==> src/rtl/program_load_sequencer_if.sv <==
// Loader/sequencer bus: byte stream in, imem write port and run control out.
// master = loader/PC side (drives start, bytes, finished); slave = sequencer.
interface program_load_sequencer_if #(
  parameter int ADDR_WIDTH = 8
);
  logic                  startProgramLoading;
  logic [7:0]            byteIn;
  logic                  byteValid;
  logic                  byteReady;
  logic [ADDR_WIDTH-1:0] imemAddr;
  logic [31:0]           imemData;
  logic                  imemWe;
  logic                  programLoaded;
  logic                  programStart;
  logic                  programFinished;
  logic [ADDR_WIDTH:0]   wordCount;
  logic                  loadError;

  modport master (
    output startProgramLoading, byteIn, byteValid,
    output programFinished,
    input  byteReady, imemAddr, imemData, imemWe,
    input  programLoaded, programStart, wordCount,
    input  loadError
  );

  modport slave (
    input  startProgramLoading, byteIn, byteValid,
    input  programFinished,
    output byteReady, imemAddr, imemData, imemWe,
    output programLoaded, programStart, wordCount,
    output loadError
  );
endinterface

==> src/rtl/program_load_sequencer.sv <==
// Program load sequencer: parses N(16b BE) + N BE words into imem, then runs.
// Ports: clock, reset (async low), bus (slave). Macro PROGRAM_CHECKSUM_EN adds XOR trailer.
module program_load_sequencer #(
  parameter int ADDR_WIDTH = 8,
  parameter int MAX_WORDS  = 256
) (
  input logic clock,
  input logic reset,
  program_load_sequencer_if.slave bus
);

  typedef enum logic [3:0] {
    S_IDLE, S_HDR, S_LOAD, S_WRITE, S_CHK,
    S_READY, S_RUN, S_DONE, S_ERROR
  } state_t;

  localparam logic [16:0] LP_MAX = 17'(MAX_WORDS);

  state_t                r_state;
  state_t                w_next;
  logic                  r_hdr_hi;
  logic [15:0]           r_n;
  logic [1:0]            r_bcnt;
  logic [31:0]           r_word;
  logic [ADDR_WIDTH:0]   r_count;
`ifdef PROGRAM_CHECKSUM_EN
  logic [7:0]            r_xsum;
`endif

  logic                  w_xfer;
  logic                  w_idle_like;
  logic                  w_start;
  logic [15:0]           w_hdr_n;
  logic                  w_hdr_bad;
  logic [ADDR_WIDTH:0]   w_cnt_inc;
  logic                  w_last;

  assign w_xfer      = bus.byteValid & bus.byteReady;
  assign w_idle_like = (r_state == S_IDLE)  || (r_state == S_READY) ||
                       (r_state == S_RUN)   || (r_state == S_DONE)  ||
                       (r_state == S_ERROR);
  assign w_start     = bus.startProgramLoading & w_idle_like;
  assign w_hdr_n     = {r_n[15:8], bus.byteIn};
  assign w_hdr_bad   = (w_hdr_n == 16'd0) || ({1'b0, w_hdr_n} > LP_MAX);
  assign w_cnt_inc   = r_count + 1'b1;
  // count after this write vs. header length
  assign w_last      = (32'(w_cnt_inc) == 32'(r_n));

  always_ff @(posedge clock or negedge reset) begin
    if (!reset) r_state <= S_IDLE;
    else        r_state <= w_next;
  end

  always_comb begin
    w_next = r_state;
    unique case (r_state)
      S_IDLE, S_DONE, S_ERROR: begin
        if (w_start) w_next = S_HDR;
      end
      S_READY: w_next = w_start ? S_HDR : S_RUN;
      S_RUN: begin
        if (w_start)                  w_next = S_HDR;
        else if (bus.programFinished) w_next = S_DONE;
      end
      S_HDR: begin
        if (w_xfer && r_hdr_hi)
          w_next = w_hdr_bad ? S_ERROR : S_LOAD;
      end
      S_LOAD: begin
        if (w_xfer && r_bcnt == 2'd3) w_next = S_WRITE;
      end
      S_WRITE: begin
`ifdef PROGRAM_CHECKSUM_EN
        w_next = w_last ? S_CHK : S_LOAD;
`else
        w_next = w_last ? S_READY : S_LOAD;
`endif
      end
      S_CHK: begin
`ifdef PROGRAM_CHECKSUM_EN
        if (w_xfer)
          w_next = (bus.byteIn == r_xsum) ? S_READY : S_ERROR;
`else
        w_next = S_ERROR;
`endif
      end
      default: w_next = S_IDLE;
    endcase
  end

  always_ff @(posedge clock or negedge reset) begin
    if (!reset) begin
      r_hdr_hi <= 1'b0;
      r_n      <= '0;
      r_bcnt   <= '0;
      r_word   <= '0;
      r_count  <= '0;
`ifdef PROGRAM_CHECKSUM_EN
      r_xsum   <= '0;
`endif
    end else if (w_start) begin
      r_hdr_hi <= 1'b0;
      r_bcnt   <= '0;
      r_count  <= '0;
`ifdef PROGRAM_CHECKSUM_EN
      r_xsum   <= '0;
`endif
    end else if (r_state == S_HDR && w_xfer) begin
      if (!r_hdr_hi) r_n[15:8] <= bus.byteIn;
      else           r_n[7:0]  <= bus.byteIn;
      r_hdr_hi <= ~r_hdr_hi;
    end else if (r_state == S_LOAD && w_xfer) begin
      r_word <= {r_word[23:0], bus.byteIn};
      r_bcnt <= r_bcnt + 2'd1;
`ifdef PROGRAM_CHECKSUM_EN
      r_xsum <= r_xsum ^ bus.byteIn;
`endif
    end else if (r_state == S_WRITE) begin
      r_count <= w_cnt_inc;
    end
  end

  assign bus.byteReady     = (r_state == S_HDR) || (r_state == S_LOAD) ||
                             (r_state == S_CHK);
  assign bus.imemWe        = (r_state == S_WRITE);
  assign bus.imemAddr      = r_count[ADDR_WIDTH-1:0];
  assign bus.imemData      = r_word;
  assign bus.wordCount     = r_count;
  assign bus.programLoaded = (r_state == S_READY) || (r_state == S_RUN) ||
                             (r_state == S_DONE);
  assign bus.programStart  = (r_state == S_RUN);
  assign bus.loadError     = (r_state == S_ERROR);

endmodule

==> src/flat_wrapper.sv <==
// flat-port wrapper written by rule: the top's interface ports become plain ports
module program_load_sequencer_flat 
#(
  parameter int ADDR_WIDTH = 8,
  parameter int MAX_WORDS  = 256
)
  (clock, reset, bus_startProgramLoading, bus_byteIn, bus_byteValid, bus_programFinished, bus_byteReady, bus_imemAddr, bus_imemData, bus_imemWe, bus_programLoaded, bus_programStart, bus_wordCount, bus_loadError);
  program_load_sequencer_if #(.ADDR_WIDTH(ADDR_WIDTH)) bus_i ();
  input logic clock;
  input logic reset;
  input wire logic [$bits(bus_i.startProgramLoading)-1:0] bus_startProgramLoading;
  input wire logic [$bits(bus_i.byteIn)-1:0] bus_byteIn;
  input wire logic [$bits(bus_i.byteValid)-1:0] bus_byteValid;
  input wire logic [$bits(bus_i.programFinished)-1:0] bus_programFinished;
  output wire logic [$bits(bus_i.byteReady)-1:0] bus_byteReady;
  output wire logic [$bits(bus_i.imemAddr)-1:0] bus_imemAddr;
  output wire logic [$bits(bus_i.imemData)-1:0] bus_imemData;
  output wire logic [$bits(bus_i.imemWe)-1:0] bus_imemWe;
  output wire logic [$bits(bus_i.programLoaded)-1:0] bus_programLoaded;
  output wire logic [$bits(bus_i.programStart)-1:0] bus_programStart;
  output wire logic [$bits(bus_i.wordCount)-1:0] bus_wordCount;
  output wire logic [$bits(bus_i.loadError)-1:0] bus_loadError;
  assign bus_i.startProgramLoading = bus_startProgramLoading;
  assign bus_i.byteIn = bus_byteIn;
  assign bus_i.byteValid = bus_byteValid;
  assign bus_i.programFinished = bus_programFinished;
  assign bus_byteReady = bus_i.byteReady;
  assign bus_imemAddr = bus_i.imemAddr;
  assign bus_imemData = bus_i.imemData;
  assign bus_imemWe = bus_i.imemWe;
  assign bus_programLoaded = bus_i.programLoaded;
  assign bus_programStart = bus_i.programStart;
  assign bus_wordCount = bus_i.wordCount;
  assign bus_loadError = bus_i.loadError;
  program_load_sequencer #(.ADDR_WIDTH(ADDR_WIDTH), .MAX_WORDS(MAX_WORDS)) u_core (.clock(clock), .reset(reset), .bus(bus_i));
endmodule
==> config.mk <==
export PLATFORM = sky130hd
export DESIGN_NAME = program_load_sequencer_flat
export DESIGN_NICKNAME = d
export VERILOG_FILES = /design/src/rtl/program_load_sequencer_if.sv /design/src/rtl/program_load_sequencer.sv /design/src/flat_wrapper.sv
export SDC_FILE = /design/constraint.sdc
export NUM_CORES = 1
export LEC_CHECK = 0
export CORE_MARGIN = 5
export CORE_UTILIZATION = 30
export CTS_CLUSTER_DIAMETER = 30
export DETAILED_ROUTE_END_ITERATION = 6
export PLACE_DENSITY = 0.49
export SYNTH_ARGS = -nofsm -noshare
export SYNTH_HDL_FRONTEND = slang
export SYNTH_SLANG_ARGS = --single-unit
export TNS_END_PERCENT = 100
==> constraint.sdc <==
create_clock -name clock -period 2.9 [get_ports clock]
set_input_delay 0.58 -clock clock [delete_from_list [all_inputs] [get_ports clock]]
set_output_delay 0.58 -clock clock [all_outputs]
set_load 0.1 [all_outputs]
==> flow_metrics.py, run 1 <==
metrics = {
    "clock_tree": {
        "cts_buffers": 9,
        "cts_root_buf": "clkbuf_8",
        "cts_setup_buffers": 0,
        "postCtsHoldBufs": 0,
        "clk_pin_slew_ns": 0.07,
        "cts_tree": "yes",
        "clock_sinks": 64,
        "worstSkewPairLatency_ns": 0.34,
        "clk_path_buf_depth": 2,
        "htree_num_levels": 3,
        "postCtsResizedCells": 0,
    },
    "placed_design": {
        "io_buffers": 66,
        "gp_congestion": 0.756,
        "hpwl_um": 5300,
        "place_ws_ns": 0.357,
    },
    "floorplan": {
        "initial_utilization_pct": 30.4,
        "boundaryPins": 67,
        "dieArea_mm2": 0.0125,
        "num_rows": 37,
        "core_mm2": 0.0102,
        "die_y_um": 112,
        "die_w_um": 112,
    },
    "global_route": {
        "grt_pass1_vias": 2240,
        "grt.total_usage_pct": 12.2,
        "grt_pass1_wl_um": 12300,
        "antenna_found_initial": 0,
        "grt_max_degree": 37,
        "overflow": 0,
    },
    "route": {
        "wl_per_cell_um": 15.7,
        "first_pass_iters": 4,
        "viasPerCell": 4.77,
        "wl_met1_um": 3500,
        "ant_nets": 0,
        "wl_met2_um": 3520,
        "met3_length_um": 241,
        "drt_wl_total_um": 7370,
        "topRoutingLayerUsed": "met4",
        "route.detailed.drc": 0,
        "via_count": 2241,
        "drt_iter0_drc": 87,
    },
    "setup_path": {
        "crit_arrival_ns": 1.91,
        "path_class": "flop to output pin",
        "end_kind": "output pin",
        "required_ns": 2.32,
        "cp_slowest_stage_delay_ns": 0.50,
        "path_buf_inv": 3,
        "start_kind": "flop",
        "path_delay_family": "buffers and inverters",
        "cp_slowest_cell": "dfrtp_1",
        "path_max_fanout": 14,
        "worstPathCellList": "nor2_1, nand3_1, buf_4, inv_2, buf_12",
    },
    "synth": {
        "ys_seq_area_share_pct": 51.5,
        "ys_ff_latch": 64,
        "syn_area_mm2": 0.00311,
        "synth_area_leaders": "dfrtp_1, mux2_1, buf_4",
        "synth_top_area_share_pct": 51.5,
        "synth_edf_count": 0,
        "syn_area_per_cell_um2": 11.6,
        "synthFlopType": "dfrtp_1",
        "syn_inst": 267,
        "synth.distinct_cells": 49,
        "synth_top_area_cell": "dfrtp_1",
        "yosysWarningCount": 0,
        "syn_nets": 282,
        "async_reset_ff_share_pct": 100,
    },
    "timing": {
        "fmax_ghz": 0.401,
        "maxSlewHeadroom_pct": 50.2,
        "finalCriticalPeriod_ns": 2.49,
        "tightest_slew_ns": 0.747,
        "setup_viol_count_final": 0,
        "setup_slack_ns": 0.407,
        "fin_setup_tns_ns": 0,
        "skew_ns": 0.00872,
        "hold_viol_final": 0,
        "maxSlewViolCount": 0,
        "period_share_pct": 86.0,
        "rsz0062_at_grt": "false",
    },
    "worst_hold_path": {
        "hold_class": "input pin to asynchronous set/reset pin",
    },
    "final_layout": {
        "diodes": 0,
        "drive_gt1_share_pct": 26.9,
        "finalNetCount": 344,
        "syn_to_final_growth_pct": 27.0,
    },
    "run": {
        "cap_violations": 0,
    },
    "status": {
        "status": "finished, final reports clean",
    },
}
==> flip-flops by register name, summed over array words and instances, names as in the netlist <==
register,count
u_core.r_bcnt,2
u_core.r_hdr_hi,1
u_core.bus.imemData,32
u_core.r_state,4
u_core.bus.wordCount,9
u_core.r_n,16
==> synth_stat cells, drive strengths merged (2+ instances only) <==
cell,instances
and3,2
xor2,4
xnor2,9
nor2b,2
o21bai,2
nand2,13
nor4,4
ha,2
clkbuf,7
o31ai,6
dfrtp,64
a21oi,6
nand3b,2
o22ai,3
nand4,3
buf,13
mux2,48
nand3,8
nor2,16
o21ai,15
and2,4
inv,6
nor3,5
nand2b,4
==> per-layer routing <==
layer	vias up	global-route usage, %
met1	1107	16.6
met4	0	5.60
li1	1085	-
met2	42	19.1
met3	7	2.07
met5	-	0
==> final timing paths <==
kind	startpoint	endpoint	slack, ns	cells past startpoint
max in group asynchronous	reset	u_core.r_n[8]	1.95	2
max	u_core.r_state[2]	bus_imemWe	0.41	5
max reg2reg	u_core.bus.wordCount[0]	u_core.r_state[1]	0.64	4
min in group clock	u_core.bus.imemData[29]	u_core.bus.imemData[29]	0.50	1
min	reset	u_core.bus.wordCount[0]	0.30	1
min reg2reg	u_core.bus.imemData[29]	u_core.bus.imemData[29]	0.50	1
==> metrics by stage <==
stage                     instance area, um^2  std cells  utilization (%)  hold WS [ns]
final                                    3950        470             38.6         0.301
after floorplan                          3110        267                -         0.284
after CTS                                3950        470             38.6         0.320
after global placement                   3750        454             36.7         0.478
after detailed placement                 3750        454             36.7         0.480
after global routing                     3950        470             38.6         0.355
==> kinds of logic (layout without fill, tap and decap cells) <==
family	after synthesis	after routing	synth area share (%)
AO/OA/AOI/OAI	45	45	9.62
XOR/XNOR	13	13	3.90
adder cells (fa/ha/maj)	2	2	0.805
buffers and inverters	26	93	4.55
flip-flops	64	64	51.5
multiplexers	49	49	17.7
AND/OR/NAND/NOR	68	68	11.9
==> layout by cell type (no fill, tap or decap), types with 3 or more instances in the layout <==
cell             instances
a21oi_1                  6
and2_1                   4
buf_4                   57
clkbuf_8                 9
clkdlybuf4s50_1         11
clkinv_2                 3
dfrtp_1                 64
inv_1                    4
mux2_1                  42
mux2_2                   6
nand2_1                 13
nand2b_1                 4
nand3_1                  7
nand4_1                  3
nor2_1                  16
nor3_1                   4
nor4_1                   3
o21ai_1                 13
o22ai_1                  3
o31ai_1                  6
xnor2_1                  8
xor2_1                   4
==> final cells by class <==
cell class | count | area (um^2)
clock buffers | 9 | 124
well taps | 136 | 170
repair buffers | 71 | 583
inverters | 6 | 22.5
clock inverters | 7 | 70.1
flip-flops and latches | 64 | 1600
fillers | 1021 | 6280
multi-input cells | 177 | 1380
Power of run 1 is left out: the tool's default activity adds up to more than one toggle a clock period on the data nets, which glitch-free logic cannot reach.
==> run 2, diff against run 1 <==
--- a/config.mk
+++ b/config.mk
@@ -5,6 +5,7 @@
 export SDC_FILE = /design/constraint.sdc
 export NUM_CORES = 1
 export LEC_CHECK = 0
+export CORE_ASPECT_RATIO = 0.6
 export CORE_MARGIN = 5
 export CORE_UTILIZATION = 30
 export CTS_CLUSTER_DIAMETER = 30
==> run 2 against run 1 <==
  * Worst setup slack gained 0.016 ns
  * Non-clock buffer count grew 1
  * Clock skew shrank 0.0033 ns
  * Fmax grew 0.65%
  * Final cell count shrank 0.21%
  * Register-to-register slack lost 0.06 ns
  * Die area grew 0.53%
  * Via count grew 0.22%
  * First-iteration DRC count grew 67%
  * Sequential cell count is the same
==> flow_metrics.py, run 2 (synthesized netlist as in run 1, its figures left out) <==
metrics = {
    "status": {
        "status": "finished, final reports clean",
    },
    "timing": {
        "period_share_pct": 85.4,
        "hold_slack_ns": 0.434,
        "fmax_ghz": 0.404,
        "setup_viol_count_final": 0,
        "fin_setup_tns_ns": 0,
        "hold_viol_final": 0,
        "finalCriticalPeriod_ns": 2.48,
        "skew_ns": 0.00542,
        "maxSlewHeadroom_pct": 45.1,
        "rsz0062_at_grt": "false",
        "maxSlewViolCount": 0,
        "setup_slack_ns": 0.423,
        "tightest_slew_ns": 0.824,
    },
    "placed_design": {
        "io_buffers": 66,
        "hpwl_um": 5500,
        "place_ws_ns": 0.333,
        "gp_congestion": 0.773,
    },
    "clock_tree": {
        "htree_num_levels": 3,
        "cts_root_buf": "clkbuf_16",
        "worstSkewPairLatency_ns": 0.33,
        "cts_tree": "yes",
        "cts_setup_buffers": 0,
        "postCtsResizedCells": 0,
        "postCtsHoldBufs": 0,
        "clock_sinks": 64,
        "cts_buffers": 9,
        "clk_path_buf_depth": 2,
        "clk_pin_slew_ns": 0.05,
    },
    "final_layout": {
        "fill_cells": 979,
        "multi_input_area_mm2": 0.00138,
        "most-common-layout-cells": "dfrtp_1, buf_4, mux2_1",
        "register_area_mm2": 0.00160,
        "largest_reg_flops": 32,
        "syn_to_final_growth_pct": 30.4,
        "drive_gt1_share_pct": 26.6,
        "diodes": 0,
        "mostFrequentLayoutCell": "dfrtp_1",
        "finalNetCount": 345,
    },
    "floorplan": {
        "boundaryPins": 67,
        "num_rows": 28,
        "initial_utilization_pct": 31.1,
        "die_w_um": 141,
        "dieArea_mm2": 0.0126,
        "core_mm2": 0.00998,
        "die_y_um": 88.9,
    },
    "route": {
        "wl_per_cell_um": 16.1,
        "drt_wl_total_um": 7570,
        "route.detailed.drc": 0,
        "ant_nets": 0,
        "first_pass_iters": 4,
        "via_count": 2246,
        "drt_iter0_drc": 145,
        "viasPerCell": 4.79,
    },
    "setup_path": {
        "required_ns": 2.32,
        "cp_slowest_stage_delay_ns": 0.51,
        "cp_slowest_cell": "dfrtp_1",
        "crit_arrival_ns": 1.90,
        "path_buf_inv": 3,
        "end_kind": "output pin",
        "path_class": "flop to output pin",
        "worstPathCellList": "nor2_1, nand3_1, buf_4, inv_2, buf_12",
        "start_kind": "flop",
        "path_delay_family": "buffers and inverters",
        "path_max_fanout": 14,
    },
    "global_route": {
        "grt_pass1_vias": 2334,
        "antenna_found_initial": 0,
        "grt.total_usage_pct": 12.9,
        "overflow": 0,
        "grt_max_degree": 65,
        "grt_pass1_wl_um": 12600,
    },
    "run": {
        "cap_violations": 0,
    },
    "worst_hold_path": {
        "hold_class": "input pin to asynchronous set/reset pin",
    },
}
## run 2: cell types whose count changed in the layout (fill, tap and decap cells not counted)
cell,delta
buf_12,-1
clkbuf_1,+1
clkbuf_8,-6
clkbuf_16,+9
inv_6,-1
buf_4,+2
clkinv_4,-1
clkinv_2,-3
## run 2: final cells by class
type | count | area share [%]
repair buffers | 72 | 14.3
clock inverters | 2 | 0.926
clock buffers | 13 | 6.66
inverters | 6 | 0.555
multi-input cells | 177 | 33.9
flip-flops and latches | 64 | 39.5
well taps | 135 | 4.17
## run 2: path summary, 6_finish.rpt
| path | from | to | slack [ns] | cells after the start |
|---|---|---|---|---|
| setup / recovery | u_core.r_state[2] | bus_imemWe | 0.42 | 5 |
| hold / removal | reset | u_core.bus.imemData[31] | 0.43 | 2 |
| setup reg to reg | u_core.bus.wordCount[0] | u_core.r_state[1] | 0.58 | 4 |
| hold reg to reg | u_core.r_n[14] | u_core.r_n[14] | 0.49 | 1 |
| max in group asynchronous | reset | u_core.bus.imemData[19] | 1.92 | 2 |
| min in group clock | u_core.r_n[14] | u_core.r_n[14] | 0.49 | 1 |
## run 2: through the flow
| step | instances | cell area, um^2 | utilization [%] |
|---|---|---|---|
| after detailed placement | 454 | 3750 | 37.5 |
| after global placement | 454 | 3750 | 37.5 |
| final | 469 | 4060 | 40.6 |
| after global routing | 469 | 4060 | 40.6 |
| after floorplan | 267 | 3110 | - |
| after CTS | 469 | 4060 | 40.6 |
## run 2: metal layers
metal / GRT usage, % / wire, um / vias up
li1: - / - / 1087
met1: 19.0 / 4190 / 1114
met2: 17.8 / 2970 / 40
met3: 4.54 / 328 / 5
met4: 3.40 / 73 / 0
met5: 0 / 0 / -
## run 2: worst reg2reg max path: cells and delay by family (launching register included)
family	cells	cell delay, ns
flops	1	0.51
fa+ha+maj	1	0.40
compound gates	2	0.81
simple gates	1	0.48
Power of run 2 is left out for the same reason.
==> run 3, diff against run 2 <==
--- a/config.mk
+++ b/config.mk
@@ -10,7 +10,7 @@
 export CORE_UTILIZATION = 30
 export CTS_CLUSTER_DIAMETER = 30
 export DETAILED_ROUTE_END_ITERATION = 6
-export PLACE_DENSITY = 0.49
+export PLACE_DENSITY_LB_ADDON = 0.3
 export SYNTH_ARGS = -nofsm -noshare
 export SYNTH_HDL_FRONTEND = slang
 export SYNTH_SLANG_ARGS = --single-unit
==> run 3 against run 2 <==
  * Global-route usage is 0.27 points lower
  * Die area stayed put
  * Hold slack worse by 0.12 ns
  * Clock skew is 0.0015 ns lower
  * Wire length is 3.1% lower
  * Core utilization is 0.41 points lower
==> flow_metrics.py, run 3 (synthesized netlist as in run 1, its figures left out) <==
metrics = {
    "floorplan": {
        "boundaryPins": 67,
        "core_mm2": 0.00998,
        "dieArea_mm2": 0.0126,
        "die_w_um": 141,
        "initial_utilization_pct": 31.1,
        "die_y_um": 88.9,
        "num_rows": 28,
    },
    "status": {
        "status": "finished, final reports clean",
    },
    "placed_design": {
        "gp_congestion": 0.835,
        "io_buffers": 66,
        "hpwl_um": 5480,
    },
    "setup_path": {
        "path_class": "flop to output pin",
        "crit_arrival_ns": 1.89,
        "path_max_fanout": 14,
        "start_kind": "flop",
        "required_ns": 2.32,
        "end_kind": "output pin",
    },
    "run": {
        "cap_violations": 0,
    },
    "clock_tree": {
        "clk_pin_slew_ns": 0.05,
        "clock_sinks": 64,
        "clk_path_buf_depth": 2,
        "cts_root_buf": "clkbuf_16",
        "postCtsHoldBufs": 0,
        "postCtsResizedCells": 0,
        "cts_setup_buffers": 0,
        "htree_num_levels": 3,
        "worstSkewPairLatency_ns": 0.32,
        "cts_buffers": 9,
        "cts_tree": "yes",
    },
    "route": {
        "ant_nets": 0,
        "wl_per_cell_um": 15.6,
        "drt_wl_total_um": 7330,
        "viasPerCell": 4.80,
        "first_pass_iters": 4,
        "route.detailed.drc": 0,
        "via_count": 2254,
        "drt_iter0_drc": 150,
    },
    "timing": {
        "finalCriticalPeriod_ns": 2.47,
        "hold_viol_final": 0,
        "fin_setup_tns_ns": 0,
        "period_share_pct": 85.1,
        "skew_ns": 0.00395,
        "maxSlewHeadroom_pct": 48.5,
        "tightest_slew_ns": 0.772,
        "maxSlewViolCount": 0,
        "setup_viol_count_final": 0,
        "rsz0062_at_grt": "false",
        "fmax_ghz": 0.405,
    },
    "final_layout": {
        "diodes": 0,
        "most-common-layout-cells": "dfrtp_1, buf_4, mux2_1",
        "finalNetCount": 345,
        "drive_gt1_share_pct": 26.6,
        "syn_to_final_growth_pct": 29.1,
        "largest_reg_flops": 32,
        "mostFrequentLayoutCell": "dfrtp_1",
    },
    "global_route": {
        "grt_pass1_vias": 2326,
        "antenna_found_initial": 0,
        "overflow": 0,
        "grt_max_degree": 37,
        "grt.total_usage_pct": 12.6,
        "grt_pass1_wl_um": 12400,
    },
    "worst_hold_path": {
        "hold_class": "input pin to asynchronous set/reset pin",
    },
}
-- run 3: cell count changes in the layout (fill, tap and decap cells not counted) --
cell        change
clkinvlp_4      +1
clkbuf_8        -3
clkbuf_1        +1
clkinv_4        +1
bufinv_16       -1
clkinv_2        +2
-- run 3: path summary, 6_finish.rpt --
| kind | start | endpoint | slack, ns | cells after the start |
|---|---|---|---|---|
| worst max-delay path | u_core.r_state[2] | bus_imemWe | 0.43 | 5 |
| worst min-delay path | reset | u_core.bus.imemData[20] | 0.31 | 1 |
| worst max register to register | u_core.bus.wordCount[0] | u_core.r_state[1] | 0.61 | 4 |
| worst min register to register | u_core.r_n[14] | u_core.r_n[14] | 0.49 | 1 |
| max in group asynchronous | reset | u_core.r_bcnt[1] | 1.87 | 2 |
| min in group clock | u_core.r_n[14] | u_core.r_n[14] | 0.49 | 1 |
-- run 3: layout make-up --
class	count	area, um^2
clock buffer	11	233
timing repair buffer	72	578
sequential	64	1600
fill	975	5970
clock inverter	5	33.8
tap	135	169
inverter	6	22.5
multi-input combinational	177	1380
-- run 3: stage by stage --
stage	area (um^2)	worst slack, ns	cells	hold slack, ns	util (%)
2_1_floorplan	3110	0.124	267	0.284	-
3_3_place_gp	3750	0.485	454	0.474	37.5
3_5_place_dp	3750	0.410	454	0.482	37.5
4_1_cts	4010	0.425	470	0.326	40.2
5_1_grt	4010	0.305	470	0.365	40.2
6_report	4010	0.431	470	0.309	40.2
-- run 3: metal layers --
metal,wire length [um],GRT usage (%)
met1,3840,18.2
met2,3050,18.0
met3,397,4.37
met4,44,3.40
met5,0,0
-- run 3: critical path: stages, from the launching register on --
cell	delay [ns]
dfrtp_1	0.50
nor2_1	0.30
nand3_1	0.12
buf_4	0.22
inv_2	0.21
buf_12	0.21
Power of run 3 is left out for the same reason.
